`config.mk`:
```
export PLATFORM = sky130hd
export DESIGN_NAME = mig_port_arbiter
export DESIGN_NICKNAME = d
export VERILOG_FILES = /design/src/rtl/mig_arb_pkg.sv /design/src/rtl/mig_arb_tag_fifo.sv /design/src/rtl/mig_port_arbiter.sv
export SDC_FILE = /design/constraint.sdc
export NUM_CORES = 1
export LEC_CHECK = 0
export ABC_AREA = 1
export CORE_AREA = 2 2 294 296
export CTS_BUF_LIST = sky130_fd_sc_hd__clkbuf_4 sky130_fd_sc_hd__clkbuf_8 sky130_fd_sc_hd__clkbuf_16
export CTS_CLUSTER_SIZE = 20
export DETAILED_ROUTE_END_ITERATION = 10
export DIE_AREA = 0 0 296 298
export GPL_TIMING_DRIVEN = 0
export PLACE_DENSITY = 0.3
export SLEW_MARGIN = 20
export SYNTH_ARGS = -nofsm -noshare
export SYNTH_HDL_FRONTEND = slang
export SYNTH_SLANG_ARGS = --single-unit
```
`constraint.sdc`:
```
create_clock -name aclk -period 3.7 [get_ports aclk]
set_input_delay 0.74 -clock aclk [delete_from_list [all_inputs] [get_ports aclk]]
set_output_delay 0.74 -clock aclk [all_outputs]
set_load 0.02 [all_outputs]
```
`src/rtl/mig_arb_pkg.sv`:
```
// Shared types for the MIG port arbiter: FSM state encoding and client-id width.
// Client ids are sized for the largest supported client count so one type serves every build.
package mig_arb_pkg;

    localparam int MAX_CLIENTS = 4;
    localparam int CLIENT_ID_W = $clog2(MAX_CLIENTS);

    typedef logic [CLIENT_ID_W-1:0] client_id_t;

    typedef enum logic [1:0] {
        ST_INIT,
        ST_IDLE,
        ST_BUSY,
        ST_GAP
    } arb_state_t;

    localparam logic [2:0] CMD_WRITE = 3'd0;
    localparam logic [2:0] CMD_READ  = 3'd1;

endpackage

```
`src/rtl/mig_arb_tag_fifo.sv`:
```
// Synchronous FIFO of client ids recording the issuer of each outstanding read command.
// Head is visible combinationally; push is dropped when full, pop is dropped when empty.
module mig_arb_tag_fifo
    import mig_arb_pkg::*;
#(
    parameter int DEPTH = 64
) (
    input  logic       aclk,
    input  logic       aresetn,
    input  logic       push_i,
    input  client_id_t data_i,
    input  logic       pop_i,
    output client_id_t data_o,
    output logic       full_o,
    output logic       empty_o
);

    localparam int AW = $clog2(DEPTH);

    client_id_t  mem_q [DEPTH];
    logic [AW:0] wr_ptr_q;
    logic [AW:0] rd_ptr_q;
    logic        do_push;
    logic        do_pop;

    assign do_push = push_i & ~full_o;
    assign do_pop  = pop_i & ~empty_o;

    // Extra pointer bit distinguishes full from empty when the indices match.
    assign empty_o = (wr_ptr_q == rd_ptr_q);
    assign full_o  = (wr_ptr_q[AW] != rd_ptr_q[AW]) &&
                     (wr_ptr_q[AW-1:0] == rd_ptr_q[AW-1:0]);
    assign data_o  = mem_q[rd_ptr_q[AW-1:0]];

    always_ff @(posedge aclk) begin
        if (!aresetn) begin
            wr_ptr_q <= '0;
            rd_ptr_q <= '0;
        end else begin
            if (do_push) wr_ptr_q <= wr_ptr_q + 1'b1;
            if (do_pop)  rd_ptr_q <= rd_ptr_q + 1'b1;
        end
    end

    always_ff @(posedge aclk) begin
        if (do_push) mem_q[wr_ptr_q[AW-1:0]] <= data_i;
    end

endmodule

```
`src/rtl/mig_port_arbiter.sv`:
```
// Shares one MIG native port among clients, one whole burst at a time; grant is 1 cycle after request, data paths are combinational.
// Read commands stall while the read tag FIFO is full; MIG_ARB_FIXED_PRIO_EN selects strict lowest-index priority instead of round-robin.
module mig_port_arbiter
    import mig_arb_pkg::*;
#(
    parameter int NUM_CLIENTS        = 2,
    parameter int MIG_Data_Port_Size = 128,
    parameter int MIG_Addr_Port_Size = 28,
    parameter int RD_TAG_DEPTH       = 64,
    parameter int GAP_CYCLES         = 4
) (
    input  logic                                       aclk,
    input  logic                                       aresetn,
    input  logic                                       init_calib,
    input  logic [NUM_CLIENTS-1:0]                     c_req,
    output logic [NUM_CLIENTS-1:0]                     c_gnt,
    input  logic [NUM_CLIENTS-1:0]                     c_release,
    input  logic [NUM_CLIENTS*MIG_Addr_Port_Size-1:0]  c_app_addr,
    input  logic [NUM_CLIENTS*3-1:0]                   c_app_cmd,
    input  logic [NUM_CLIENTS-1:0]                     c_app_en,
    output logic [NUM_CLIENTS-1:0]                     c_app_rdy,
    input  logic [NUM_CLIENTS*MIG_Data_Port_Size-1:0]  c_app_wdf_data,
    input  logic [NUM_CLIENTS-1:0]                     c_app_wdf_wren,
    input  logic [NUM_CLIENTS-1:0]                     c_app_wdf_end,
    output logic [NUM_CLIENTS-1:0]                     c_app_wdf_rdy,
    output logic [MIG_Data_Port_Size-1:0]              c_rd_data,
    output logic [NUM_CLIENTS-1:0]                     c_rd_data_valid,
    output logic [NUM_CLIENTS-1:0]                     c_rd_data_end,
    output logic [MIG_Addr_Port_Size-1:0]              app_addr,
    output logic [2:0]                                 app_cmd,
    output logic                                       app_en,
    input  logic                                       app_rdy,
    output logic [MIG_Data_Port_Size-1:0]              app_wdf_data,
    output logic                                       app_wdf_wren,
    output logic                                       app_wdf_end,
    input  logic                                       app_wdf_rdy,
    input  logic [MIG_Data_Port_Size-1:0]              app_rd_data,
    input  logic                                       app_rd_data_valid,
    input  logic                                       app_rd_data_end,
    output logic                                       rd_tag_err
);

    localparam int A = MIG_Addr_Port_Size;
    localparam int D = MIG_Data_Port_Size;
    localparam logic [7:0] GAP_LAST = (GAP_CYCLES > 0) ? 8'(GAP_CYCLES - 1) : 8'd0;

    arb_state_t             state_q;
    client_id_t             gnt_id_q;
    client_id_t             last_gnt_q;
    logic [7:0]             gap_cnt_q;
    logic [NUM_CLIENTS-1:0] c_gnt_q;
    logic                   rd_tag_err_q;

    logic                   win_vld;
    client_id_t             win_id;
    logic [NUM_CLIENTS-1:0] win_oh;

    logic                   busy;
    logic                   sel_en;
    logic [2:0]             sel_cmd;
    logic [A-1:0]           sel_addr;
    logic [D-1:0]           sel_wdata;
    logic                   sel_wren;
    logic                   sel_wend;
    logic                   sel_rel;
    logic                   blk_rd;

    logic                   tag_push;
    logic                   tag_pop;
    client_id_t             tag_head;
    logic                   tag_full;
    logic                   tag_empty;

    assign busy = (state_q == ST_BUSY);

    always_comb begin
        win_vld = 1'b0;
        win_id  = '0;
`ifdef MIG_ARB_FIXED_PRIO_EN
        for (int i = 0; i < NUM_CLIENTS; i++) begin
            if (!win_vld && c_req[i]) begin
                win_vld = 1'b1;
                win_id  = client_id_t'(i);
            end
        end
`else
        // Visit clients in order last_gnt+1, last_gnt+2, ... and take the first requester.
        for (int k = 0; k < NUM_CLIENTS; k++) begin
            for (int i = 0; i < NUM_CLIENTS; i++) begin
                if (!win_vld && c_req[i] &&
                    (((int'(last_gnt_q) + 1 + k) % NUM_CLIENTS) == i)) begin
                    win_vld = 1'b1;
                    win_id  = client_id_t'(i);
                end
            end
        end
`endif
        win_oh = '0;
        for (int i = 0; i < NUM_CLIENTS; i++) begin
            win_oh[i] = (win_id == client_id_t'(i));
        end
    end

    always_ff @(posedge aclk) begin
        if (!aresetn) begin
            state_q      <= ST_INIT;
            gnt_id_q     <= '0;
            last_gnt_q   <= client_id_t'(NUM_CLIENTS - 1);
            gap_cnt_q    <= '0;
            c_gnt_q      <= '0;
            rd_tag_err_q <= 1'b0;
        end else begin
            if (app_rd_data_valid && tag_empty) rd_tag_err_q <= 1'b1;
            unique case (state_q)
                ST_INIT: begin
                    if (init_calib) state_q <= ST_IDLE;
                end
                ST_IDLE: begin
                    if (win_vld) begin
                        state_q    <= ST_BUSY;
                        gnt_id_q   <= win_id;
                        last_gnt_q <= win_id;
                        c_gnt_q    <= win_oh;
                    end
                end
                ST_BUSY: begin
                    if (sel_rel) begin
                        c_gnt_q   <= '0;
                        gap_cnt_q <= '0;
                        state_q   <= (GAP_CYCLES == 0) ? ST_IDLE : ST_GAP;
                    end
                end
                ST_GAP: begin
                    if (gap_cnt_q == GAP_LAST) state_q <= ST_IDLE;
                    else                       gap_cnt_q <= gap_cnt_q + 8'd1;
                end
                default: state_q <= ST_INIT;
            endcase
        end
    end

    assign c_gnt      = c_gnt_q;
    assign rd_tag_err = rd_tag_err_q;

    always_comb begin
        sel_en        = 1'b0;
        sel_cmd       = CMD_READ;
        sel_addr      = '0;
        sel_wdata     = '0;
        sel_wren      = 1'b0;
        sel_wend      = 1'b0;
        sel_rel       = 1'b0;
        c_app_rdy     = '0;
        c_app_wdf_rdy = '0;
        for (int i = 0; i < NUM_CLIENTS; i++) begin
            if (busy && (gnt_id_q == client_id_t'(i))) begin
                sel_en    = c_app_en[i];
                sel_cmd   = c_app_cmd[i*3 +: 3];
                sel_addr  = c_app_addr[i*A +: A];
                sel_wdata = c_app_wdf_data[i*D +: D];
                sel_wren  = c_app_wdf_wren[i];
                sel_wend  = c_app_wdf_end[i];
                sel_rel   = c_release[i];
            end
        end
        // Only reads consume a tag slot, so writes keep flowing when the FIFO is full.
        blk_rd = busy && tag_full && (sel_cmd == CMD_READ);
        for (int i = 0; i < NUM_CLIENTS; i++) begin
            if (busy && (gnt_id_q == client_id_t'(i))) begin
                c_app_rdy[i]     = app_rdy & ~blk_rd;
                c_app_wdf_rdy[i] = app_wdf_rdy;
            end
        end
    end

    assign app_en       = busy & sel_en & ~blk_rd;
    assign app_cmd      = busy ? sel_cmd : CMD_READ;
    assign app_addr     = busy ? sel_addr : '0;
    assign app_wdf_data = busy ? sel_wdata : '0;
    assign app_wdf_wren = busy & sel_wren;
    assign app_wdf_end  = busy & sel_wend;

    assign tag_push = app_en & app_rdy & (app_cmd == CMD_READ);
    assign tag_pop  = app_rd_data_valid & app_rd_data_end & ~tag_empty;

    mig_arb_tag_fifo #(
        .DEPTH (RD_TAG_DEPTH)
    ) u_tag_fifo (
        .aclk    (aclk),
        .aresetn (aresetn),
        .push_i  (tag_push),
        .data_i  (gnt_id_q),
        .pop_i   (tag_pop),
        .data_o  (tag_head),
        .full_o  (tag_full),
        .empty_o (tag_empty)
    );

    // Read beats follow the tag at the FIFO head, independent of who holds the grant now.
    assign c_rd_data = app_rd_data;

    always_comb begin
        c_rd_data_valid = '0;
        c_rd_data_end   = '0;
        for (int i = 0; i < NUM_CLIENTS; i++) begin
            if (!tag_empty && (tag_head == client_id_t'(i))) begin
                c_rd_data_valid[i] = app_rd_data_valid;
                c_rd_data_end[i]   = app_rd_data_valid & app_rd_data_end;
            end
        end
    end

endmodule
```
**Word-level counts from Yosys, hierarchy flattened**

Memory sizes are Yosys's and may differ from the RTL's. A register that Yosys moved wholly into a read port is not among the register bits.
Cells that the tools add are included.

- Add/subtract/negate cells: 5
- Equal/unequal tests: 19
- Mux-type cells: 47
- Bitwise gates (word level): 16
- Reductions and logical operators: 31

Operators with widths:

| kind | number |
|---|---|
| $mux 128 | 3 |
| $mux 28 | 3 |
| $logic_not 32->1 | 2 |
| $mux 1 | 23 |
| $mux 2 | 8 |
| $mux 8 | 2 |
| $pmux 8 s2 | 1 |
| $logic_and 1x1->1 | 15 |
| $add 7x1->7 const B | 2 |
| $mux 6 | 2 |
| $and 1x1->1 | 11 |
| $mux 3 | 3 |
| $add 8x1->8 const B | 1 |
| $eq 2x1->1 const B | 4 |
| $eq 2x2->1 const B | 4 |
| $eq 8x2->1 const B | 1 |
| $logic_not 2->1 | 4 |
| $ne 2x2->1 const B | 4 |
| $pmux 2 s4 | 1 |
| $eq 7x7->1 | 1 |
| $eq 3x1->1 const B | 2 |
| $eq 6x6->1 | 1 |
| $reduce_and 3->1 | 2 |
| $logic_not 1->1 | 4 |
| 9 further kinds | 14 |

- Register bits after elaboration: 30
- RAM bits: 128
- Input port bits: 463
- Output and inout port bits: 301
- Memories: 1

Memory list:

| name | words | width | read ports | clocked after memory_dff | write ports | RTL line | text |
|---|---|---|---|---|---|---|---|
| u_tag_fifo.mem_q | 64 | 2 | 1 | 1 | 1 | mig_arb_tag_fifo.sv:20 | `client_id_t mem_q [DEPTH];` |

**Depth between registers and ports, before layout**

- Word-level depth: 20
- Mapped depth: 14
- Depth with buffers taken out: 13

**By module**

A second synthesis with hierarchy kept.

- Cells, all modules: 1,489
- Area, all modules: 10,824.1 sq um

Modules (own cells, without submodules):

| module | instances | cells an instance | area an instance (sq um) |
|---|---|---|---|
| mig_arb_tag_fifo | 1 | 654 | 6,548.8 |
| mig_port_arbiter | 1 | 835 | 4,275.4 |

**Worst setup path before layout**

OpenSTA, ideal clock, no wires.

- Path type: register to output
- From: reg gnt_id_q[0]
- To: out app_wdf_data[107]
- Arrival time: 2,322 ps
- Required time: 2,960 ps
- Setup slack: 638 ps
- Stages on the path, launching flop included: 6
- Path buffers: 2
- Path through: dfxtp_1 nand2_2 inv_2 clkbuf_1 clkbuf_1 a22o_1

- Longest elaborated chain between the ends: 5

Ends and longest elaborated chain:

| item | RTL line | text |
|---|---|---|
| start, declared | mig_port_arbiter.sv:48 | `client_id_t gnt_id_q;` |
| start signal, assigned | mig_port_arbiter.sv:121 | `gnt_id_q <= win_id;` |
| $logic_not 2->1 | mig_port_arbiter.sv:156 | `if (busy && (gnt_id_q == client_id_t'(i))) begin` |
| $logic_and 1x1->1 | mig_port_arbiter.sv:156 |  |
| $mux 128 | mig_port_arbiter.sv:156 |  |
| $mux 128 * | mig_port_arbiter.sv:156 |  |
| $mux 128 * | mig_port_arbiter.sv:179 | `assign app_wdf_data = busy ? sel_wdata : '0;` |
| end, declared | mig_port_arbiter.sv:33 | `output logic [MIG_Data_Port_Size-1:0] app_wdf_data,` |

Mark *: on every way between the ends. The rest lies on a longest branch, timed or not.

**Worst setup path after layout**

- From: reg state_q[0]
- To: out app_wdf_data[86]

- Longest elaborated chain between the ends: 5

Ends and longest elaborated chain:

| item | RTL line | text |
|---|---|---|
| start, declared | mig_port_arbiter.sv:47 | `arb_state_t state_q;` |
| start signal, assigned | mig_port_arbiter.sv:130 | `state_q <= (GAP_CYCLES == 0) ? ST_IDLE : ST_GAP;` |
| $eq 2x2->1 * | mig_port_arbiter.sv:74 | `assign busy = (state_q == ST_BUSY);` |
| $logic_and 1x1->1 | mig_port_arbiter.sv:156 |  |
| $mux 128 (2 in a row) | mig_port_arbiter.sv:156 |  |
| $mux 128 * | mig_port_arbiter.sv:179 |  |

Marked as above.

==> results.yml <==
run_status:
  outcome: "finished clean"
cells_and_area:
  final_common_cell: "clkdlybuf4s50_1"
  nets: 2011
  design_area_sq_um: 15500
  layout_common_cells: "clkdlybuf4s50_1, nand2_1, a22o_1, buf_4, nor2_1"
  stdcell_count: 2692
  drive_gt1_share_pct: 15.4
  area_delta_synth_final_pct: 112
  fillers: 9686
clock_tree:
  cts_tree: "yes"
  worstSkewPairLatency_ns: 0.36
  root_buffer: "clkbuf_16"
  htreeDepth: 3
  clock_path_buffers: 2
  cts_buffers: 9
  clkSinkCount: 99
  path_clk_slew_ns: 0.08
synthesis:
  seq_area_frac_synth_pct: 35.7
  ys.flop_type: "edfxtp_1"
  syn_avg_cell_area_sq_um: 8.24
  syn_inst: 891
  syn-num-nets: 1362
  ys_types: 36
  synth_edf_count: 64
  async_flop_share_pct: 0
  syn_area_sq_um: 7340
  synth-seq-cells: 99
  yosys_warnings: 0
placed_design:
  placed_cells: 2670
  place_congestion: 0.852
  dp_hpwl_mm: 65.9
  dpl-instance-area_sq_um: 15100
  port_buffers: 635
  detailedPlace.worstSlack_ns: -1.02
hold_path:
  hp-class: "flop to flop"
  min_from: "c_gnt[0]"
global_route:
  grt-ovfl-total: 0
  grt_use_total_pct: 16.3
  grt_max_degree: 36
  antenna_found_initial: 60
  grt_pass1_vias: 9522
  grt_pass1_wl_mm: 94.8
worst_setup_path:
  r2r_start: "gnt_id_q[0]"
  required_ns: 2.96
  startpoint: "state_q[0]"
  cp_num_buf_inv: 5
  max_stage_delay_ns: 0.63
  reg2regPathDepth: 12
  cp.arrival_ns: 2.81
  crit_chain: "inv_1 > ha_2 > nand2_2 > inv_2 > clkbuf_8 > clkbuf_2 > a22o_1 > clkdlybuf4s50_1"
  crit_end: "app_wdf_data[86]"
  endpoint_kind: "output pin"
  r2r_end: "u_tag_fifo.mem_q[53][0]"
  cp-start-kind: "flop"
  critPathTopFamily: "buffers and inverters"
  worst-r2r-setup-slack_ns: 0.85
  path_max_fanout: 10
  crit_type: "flop to output pin"
  cp_slowest_cell: "clkdlybuf4s50_1"
  cp_num_cells: 8
power:
  power_uw: 5940
  vdd_drop_max_mv: 0.177
  power_density_nw_per_um2: 382
  leakage_uw: 0.00620
timing:
  finalHoldViolCount: 0
  fin_crit_sh_pct: 96.0
  tightest_slew_ns: 0.601
  fin_ws_ns: 0.148
  fin_skew_ns: 0.0130
  hold_slack_ns: 0.459
  max_freq_mhz: 282
  final.min_clock_period_ns: 3.55
  drv_slew: 0
  finalSetupViolCount: 0
  slew_headroom_pct: 59.9
floorplan:
  design.die.area_sq_um: 88200
  initial_utilization_pct: 8.65
  fp.dieW_um: 296
  die_h_um: 298
  io_pins: 764
  rows: 107
  coreArea_sq_um: 84900
routing:
  routedWlPerCell_um: 27.7
  vias_per_cell: 3.50
  routed_wl_mm: 74.6
  drc_errors: 0
  drtIter0Drc: 556
  drt_pass1_iterations: 5
  route.antenna.remaining_nets: 0
  vias: 9423
run:
  timing.max_cap.violations: 0
-- Yosys cell counts (2+ instances only) --
master    count  area, sq um
nor2_4        2         22.5
nand3_4       2         35.0
nor2_1       90          338
nor3_1        8         40.0
edfxtp_1     64         1920
nand3_1      74          370
nand2_4       3         33.8
xor2_1       11         96.3
a21oi_1      28          140
nand2_1     153          574
dfxtp_1      35          701
clkbuf_1     46          173
xnor2_1       8         70.1
ha_1          8          100
a22o_1      158         1380
inv_2         5         18.8
inv_1        34          128
nand2_2       6         37.5
o21ai_0       9         45.0
buf_4       129          968
nor2_2        3         18.8
-- metal layers --
metal	GRT usage (%)	routed length, um	vias up
met2	31.1	39700	461
li1	-	-	4307
met4	1.13	979	10
met3	5.13	5590	107
met5	0	58	-
met1	18.3	28300	4538
-- timing repair --
item	4_1_cts	5_1_grt
resized for setup	172	9
hold buffers	0	0
setup endpoints to repair	165	37
buffers inserted	1	4
endpoints found under the hold margin	0	0
gates cloned	0	0
-- final cells by class --
type	instances	area [sq um]	area share (%)
inverter	39	155	0.998
clock inverter	7	90.1	0.580
timing repair buffer	640	6330	40.7
clock buffer	9	225	1.45
buffer	176	1250	8.04
antenna	3	7.51	0.0483
tap	1144	1430	9.21
multi-input combinational	575	3430	22.1
sequential	99	2630	16.9
-- registers in the layout (all words and copies together), names as in the netlist, named ones only --
name	count
c_gnt	2
gap_cnt_q	8
gnt_id_q	1
last_gnt_q	1
rd_tag_err	1
state_q	2
u_tag_fifo.mem_q	64
u_tag_fifo.rd_ptr_q	7
u_tag_fifo.wr_ptr_q	7
-- power breakdown --
| part | leakage [uW] | internal [uW] | total (uW) | switching [uW] |
|---|---|---|---|---|
| Clock | 0.000156 | 545 | 1040 | 491 |
| Sequential | 0.000876 | 1240 | 1300 | 63.8 |
| Combinational | 0.00517 | 1490 | 3600 | 2110 |
| Total | 0.00620 | 3280 | 5940 | 2660 |
-- tightest hold or removal path: stages (launching register included) --
cell	delay, ns
dfxtp_1	0.32
inv_1	0.05
a21oi_1	0.05
-- logic make-up (layout without fill, tap and decap cells) --
group / Yosys count / after routing / share of synthesized area, %
AOI/OAI and AO/OA: 200 / 200 / 21.9
xor gates and xnor gates: 19 / 19 / 2.27
adders and majority gates: 8 / 8 / 1.36
buffers and inverters: 217 / 871 / 17.8
DFF: 99 / 99 / 35.7
other: 0 / 3 / 0
and+or+nand+nor: 348 / 348 / 20.9
-- how the worst min path moves through the flow --
stage	slack, ns	cells after the start	to
6_report	0.46	2	c_gnt[0]
5_1_grt	0.49	2	c_gnt[0]
4_1_cts	0.46	2	c_gnt[0]
3_5_place_dp	0.45	2	c_gnt[0]
3_3_place_gp	0.45	2	c_gnt[0]
2_1_floorplan	0.44	2	last_gnt_q[0]
-- stage by stage --
step                      util [%]  TNS (ns)
after floorplan                  -         0
after global placement        17.8   -344.38
after detailed placement      17.8    -82.49
after CTS                     18.2         0
after global routing          18.3   -0.0113
final                         18.3         0
Power figures use the tool's default switching activity.
